**src/rtl/uart_frm_pkg.sv**
```systemverilog
// Shared types and constants for the UART frame parser.
// States, error causes and the default start-of-frame byte.
package uart_frm_pkg;

  typedef enum logic [2:0] {
    ST_IDLE = 3'd0,
    ST_LEN  = 3'd1,
    ST_PAY  = 3'd2,
    ST_CHK  = 3'd3,
    ST_OUT  = 3'd4
  } state_t;

  typedef enum logic [1:0] {
    ERR_LEN  = 2'd0,
    ERR_CHK  = 2'd1,
    ERR_TMO  = 2'd2,
    ERR_DROP = 2'd3
  } err_t;

  localparam logic [7:0] SOF_DEF = 8'hA5;

  function automatic logic len_ok(
    input logic [7:0] l,
    input int         max_len
  );
    return (l != 8'd0) &&
           (32'(l) <= max_len);
  endfunction

endpackage

```
**src/rtl/uart_frm_buf.sv**
```systemverilog
// Payload buffer: register array, one sync write port,
// one async read port, no reset on the storage.
module uart_frm_buf
  import uart_frm_pkg::*;
#(
  parameter int DEPTH = 16,
  parameter int AW    = 4
) (
  input  logic          clk_125m,
  input  logic          we,
  input  logic [AW-1:0] wa,
  input  logic [7:0]    wd,
  input  logic [AW-1:0] ra,
  output logic [7:0]    rd
);

  logic [7:0] mem [DEPTH];

  always_ff @(posedge clk_125m) begin
    if (we) begin
      mem[wa] <= wd;
    end
  end

  assign rd = mem[ra];

endmodule

```
**src/rtl/uart_rx_frame.sv**
```systemverilog
// Frame parser behind the UART receiver: SOF, LEN,
// payload, CHK (xor); payload released once CHK passes.
module uart_rx_frame
  import uart_frm_pkg::*;
#(
  parameter int         MAX_LEN     = 16,
  parameter logic [7:0] SOF         = SOF_DEF,
  parameter int         TIMEOUT_CYC = 1_250_000
) (
  input  logic       clk_125m,
  input  logic       rst,
  input  logic [7:0] rx_data,
  input  logic       rx_vld,
  output logic [7:0] m_data,
  output logic       m_vld,
  output logic       m_last,
  input  logic       m_rdy,
  output logic       frm_ok,
  output logic       frm_err,
  output logic [1:0] err_code,
  output logic       busy
);

  localparam int LW = $clog2(MAX_LEN + 1);
  localparam int AW =
    (MAX_LEN > 1) ? $clog2(MAX_LEN) : 1;
  localparam int TW =
    (TIMEOUT_CYC > 1) ? $clog2(TIMEOUT_CYC) : 1;
  localparam logic [TW-1:0] TMO_MAX =
    TW'(TIMEOUT_CYC - 1);

  state_t        state;
  state_t        state_nx;
  logic [LW-1:0] len;
  logic [LW-1:0] wr_ptr;
  logic [LW-1:0] rd_ptr;
  logic [7:0]    acc;
  logic [TW-1:0] timer;
  logic [7:0]    rd_data;

  logic in_frm;
  logic tmo_hit;
  logic pay_end;
  logic at_last;
  logic xfer;
  logic buf_we;
  logic ok_nx;
  logic err_nx;
  err_t code_nx;

  assign in_frm  = (state == ST_LEN) ||
                   (state == ST_PAY) ||
                   (state == ST_CHK);
  assign tmo_hit = in_frm && !rx_vld &&
                   (timer == TMO_MAX);
  assign pay_end = (wr_ptr == len - LW'(1));
  assign at_last = (rd_ptr == len - LW'(1));
  assign xfer    = (state == ST_OUT) && m_rdy;
  assign buf_we  = (state == ST_PAY) && rx_vld;

  uart_frm_buf #(
    .DEPTH (MAX_LEN),
    .AW    (AW)
  ) u_buf (
    .clk_125m (clk_125m),
    .we       (buf_we),
    .wa       (wr_ptr[AW-1:0]),
    .wd       (rx_data),
    .ra       (rd_ptr[AW-1:0]),
    .rd       (rd_data)
  );

  always_ff @(posedge clk_125m or posedge rst) begin
    if (rst) begin
      state <= ST_IDLE;
    end else begin
      state <= state_nx;
    end
  end

  always_comb begin
    state_nx = state;
    ok_nx    = 1'b0;
    err_nx   = 1'b0;
    code_nx  = ERR_LEN;
    unique case (state)
      ST_IDLE: begin
        if (rx_vld && (rx_data == SOF)) begin
          state_nx = ST_LEN;
        end
      end
      ST_LEN: begin
        if (rx_vld) begin
          if (len_ok(rx_data, MAX_LEN)) begin
            state_nx = ST_PAY;
          end else begin
            err_nx   = 1'b1;
            code_nx  = ERR_LEN;
            state_nx = ST_IDLE;
          end
        end
      end
      ST_PAY: begin
        if (rx_vld && pay_end) begin
          state_nx = ST_CHK;
        end
      end
      ST_CHK: begin
        if (rx_vld) begin
          if (rx_data == acc) begin
            ok_nx    = 1'b1;
            state_nx = ST_OUT;
          end else begin
            err_nx   = 1'b1;
            code_nx  = ERR_CHK;
            state_nx = ST_IDLE;
          end
        end
      end
      ST_OUT: begin
        // Bytes arriving while draining are lost.
        if (rx_vld) begin
          err_nx  = 1'b1;
          code_nx = ERR_DROP;
        end
        if (xfer && at_last) begin
          state_nx = ST_IDLE;
        end
      end
      default: state_nx = ST_IDLE;
    endcase
    if (tmo_hit) begin
      err_nx   = 1'b1;
      code_nx  = ERR_TMO;
      state_nx = ST_IDLE;
    end
  end

  always_comb begin
    m_vld  = (state == ST_OUT);
    m_last = m_vld && at_last;
    m_data = m_vld ? rd_data : 8'h00;
    busy   = (state != ST_IDLE);
  end

  always_ff @(posedge clk_125m or posedge rst) begin
    if (rst) begin
      len      <= '0;
      wr_ptr   <= '0;
      rd_ptr   <= '0;
      acc      <= 8'h00;
      timer    <= '0;
      frm_ok   <= 1'b0;
      frm_err  <= 1'b0;
      err_code <= 2'd0;
    end else begin
      frm_ok  <= ok_nx;
      frm_err <= err_nx;
      if (err_nx) begin
        err_code <= code_nx;
      end
      if (!in_frm || rx_vld || tmo_hit) begin
        timer <= '0;
      end else begin
        timer <= timer + TW'(1);
      end
      if ((state == ST_LEN) && rx_vld &&
          len_ok(rx_data, MAX_LEN)) begin
        len    <= rx_data[LW-1:0];
        acc    <= rx_data;
        wr_ptr <= '0;
      end
      if (buf_we) begin
        acc    <= acc ^ rx_data;
        wr_ptr <= wr_ptr + LW'(1);
      end
      if ((state == ST_CHK) && rx_vld) begin
        rd_ptr <= '0;
      end
      if (xfer) begin
        rd_ptr <= rd_ptr + LW'(1);
      end
    end
  end

endmodule

```
**config.mk**
```make
export PLATFORM = sky130hd
export DESIGN_NAME = uart_rx_frame
export DESIGN_NICKNAME = d
export VERILOG_FILES = /design/src/rtl/uart_frm_pkg.sv /design/src/rtl/uart_frm_buf.sv /design/src/rtl/uart_rx_frame.sv
export SDC_FILE = /design/constraint.sdc
export NUM_CORES = 1
export LEC_CHECK = 0
export CORE_MARGIN = 2
export CORE_UTILIZATION = 60
export CTS_CLUSTER_DIAMETER = 80
export CTS_CLUSTER_SIZE = 10
export DETAILED_ROUTE_END_ITERATION = 6
export PLACE_DENSITY = 0.86
export SYNTH_ARGS = -nofsm -noshare
export SYNTH_HDL_FRONTEND = slang
export SYNTH_SLANG_ARGS = --single-unit
export TNS_END_PERCENT = 20
```
**constraint.sdc**
```tcl
create_clock -name clk_125m -period 2.95 [get_ports clk_125m]
set_input_delay 0.59 -clock clk_125m [delete_from_list [all_inputs] [get_ports clk_125m]]
set_output_delay 0.59 -clock clk_125m [all_outputs]
set_load 0.01 [all_outputs]
```
==> metrics.txt <==
result of the run complete, but fails checks; violations in the final reports setup timing; Rows 41; floorplan core area 12700 µm²; met1 track demand over resource in global routing 0.347; initial standard-cell utilization of the core 0.615; count of routing violations after the opening detailed-route iteration 673; placed insts 727; antenna-violating nets left 0; leftover overflow at the end of global routing 0; clock latency on the worst-skew pair 0.43 ns; busiest metal layer after global routing met2; series of cell instances along the critical path buf_6 > buf_12 > buf_12 > mux4_2 > mux4_2 > and2_4 > buf_6; buffers added on ports 26; worst slew margin relative to its limit 0.561; Clk Tree Root Cell sky130_fd_sc_hd__clkbuf_16; Finish-stage setup viols 8; average routed wire per standard cell 25.2 µm; clock slew at reported path FFs 0.07 ns; final worst-path setup slack -0.131 ns; peak supply drop 0.365 mV; Peak Freq 0.325 GHz; antenna violations before repair 0; post-place instance area 8450 µm²; Mapped Nets 538; Detailed Routing Iterations Pass 1 5; TritonCTS clock tree yes; total power divided by cell area 717 nW/µm²; cts-stage hold buffer count 0; number of buffers between clock root and the deepest sink 2; met2 Resource Use GR 0.516; Global Route Usage Sum 0.298; crit path max-delay cell type sky130_fd_sc_hd__mux4_2; data required time of the worst path 2.36 ns; Horiz. Die Dim 118 µm; setup slack, reg-to-reg 0.60 ns; final instance count without filler cells 772; max-cap violations 0; cell type with the largest total area after synthesis sky130_fd_sc_hd__edfxtp_1; via count of the first global-routing pass 5129; RSZ-0062 raised after global routing true; slew at the pin closest to its max-slew limit 0.657 ns; top cell type's share of synthesized area 0.493; fraction of final layout cells sized beyond drive strength 1 0.253; mean number of vias per cell 6.38; type of the setup path with the least slack register to output pin; num ports 27; drc violations 0; most common cell after layout, fill and taps aside sky130_fd_sc_hd__edfxtp_1; Crit path arrival time 2.49 ns; Syn. warnings 0; Hold/Removal Path Class register to register; diode insertion count for antenna repair 0; CTS HTree Levels 4; hold violation count in the final report 0; Setup crit start kind register; Final Routed Wirelength 19.5 mm; Inserted Clock Buffers 17; dpl hpwl 11.5 mm; average instance area after synthesis 15.0 µm²; first-pass GRT wire length 30.0 mm; cell family with most CP delay multiplexers; maximum number of pins on one net before global-route repair 26; fin. max-slew vios 0; leakage power of the design 3.36 nW; die outline height 118 µm; Die Area 13900 µm²; maximum cell stage delay along the critical path 0.51 ns; area growth from synthesis to layout 19.0%; Fin Clk Skew 0.00797 ns; sequential cell area fraction in the yosys report 0.657; Tmin final 3.08 ns; commonest cells after routing, fill and taps aside 128 x sky130_fd_sc_hd__edfxtp_1, 49 x sky130_fd_sc_hd__dfrtp_1, 42 x sky130_fd_sc_hd__nor2_1, 42 x sky130_fd_sc_hd__buf_4, 40 x sky130_fd_sc_hd__mux4_2; final standard cell area without fillers 9280 µm²; overall via count from detail_route 4923; biggest area contributors in the synthesized netlist sky130_fd_sc_hd__edfxtp_1 49%, sky130_fd_sc_hd__dfrtp_1 16%, sky130_fd_sc_hd__mux4_2 12%, sky130_fd_sc_hd__xnor2_1 2.8%, sky130_fd_sc_hd__nor2_1 2.0%; number of clock sinks 179; area of the mapped netlist 7800 µm²; flip-flop and latch count after synthesis 179; met3 Resource Use GR 0.0712; global placer's final weighted congestion 0.835; maximum fanout along the worst path 7; total number of nets in the final design 607; final clock period utilization by the worst path 1.04; total buffers and inverters traversed by the critical path 4; library cells used by synthesis 45; cells after synthesis 519; kind of end point of the critical path output pin
[repair_timing]
item,4_1_cts,5_1_grt
setup buffers,8,5
resized for setup,45,8
setup endpoints to repair,9,8
gates cloned,3,0
[logic make-up after synthesis]
logic type | Yosys count | share of synthesized area
flip-flops | 179 | 0.657
AND/OR/NAND/NOR | 164 | 0.109
AO/OA/AOI/OAI | 44 | 0.0343
multiplexers | 43 | 0.119
buffers and inverters | 42 | 0.0242
XOR/XNOR | 40 | 0.0449
adder cells (fa/ha/maj) | 7 | 0.0112
[cell type report]
class	instances	area, µm²
Inverter	15	56.3
Clock buffer	17	425
Clock inverter	14	201
Multi-Input combinational cell	298	2520
Tap cell	172	215
Sequential cell	179	5120
Fill cell	722	3390
Timing Repair Buffer	77	736
[path summary, 6_finish.rpt]
check,startpoint,to,cells past startpoint
hold / removal,timer[0]$_DFF_PP0_,timer[0]$_DFF_PP0_,1
max in group asynchronous,rst,rd_ptr[3]$_DFFE_PP0P_,3
setup / recovery,rd_ptr[0]$_DFFE_PP0P_,m_data[0],7
min in group asynchronous,rst,timer[2]$_DFF_PP0_,2
setup reg to reg,state[1]$_DFFE_PP0P_,rd_ptr[3]$_DFFE_PP0P_,8
hold reg to reg,timer[0]$_DFF_PP0_,timer[0]$_DFF_PP0_,1
[synthesized netlist by cell type (all sizes together)]
library cell  number
edfxtp           128
dfrtp             51
nor2              42
mux4              40
nand2             27
xnor2             25
nand3             23
clkbuf            20
o21ai             19
inv               15
nor3              15
xor2              15
a21oi             12
and2              10
nand4              9
and3               8
buf                7
ha                 7
nor4               7
nor3b              4
o31ai              4
or3                4
and4               3
mux2i              3
nor4b              3
or2                3
nand2b             2
nand3b             2
a211o              1
a211oi             1
a21bo              1
a22o               1
a2bb2oi            1
nand4b             1
o211a              1
o21a               1
o21bai             1
o31a               1
or4b               1
[power by group]
group	switching, W	internal (W)
registers	0.000120	0.00280
clock network	0.000985	0.00143
logic	0.000599	0.000721
[layer usage]
layer  wire [µm]  part of all wire
met5           0                 0
met4         928             0.048
met3        1490             0.077
met2       10200              0.53
met1        6790              0.35
[registers in the layout, summed over array words and instances (netlist names)]
signal,cells
acc,8
err_code,2
state,3
frm_err,1
wr_ptr,5
frm_ok,1
u_buf.mem,128
rd_ptr,5
len,5
timer,21
[per-stage QoR]
stage               setup slack [ns]   util  power [W]  hold WS (ns)  setup TNS, ns
floorplan                      0.442      -    0.00376         0.448              0
global placement               0.101  0.667    0.00397         0.459              0
detailed placement            0.0424  0.667    0.00404         0.474              0
CTS                           -0.109  0.731    0.00666         0.483         -0.675
global route                  -0.170  0.732    0.00687         0.515          -1.09
finish                        -0.131  0.732    0.00665         0.480         -0.718
[worst reg2reg max path, delay by kind of cell (launching register included)]
family	cells	cell delay, ns
buffers and inverters	2	0.65
AOI/OAI and AO/OA	3	0.61
DFF	1	0.48
and+or+nand+nor	3	0.45
Note: power is estimated with default switching activity, not from simulation.
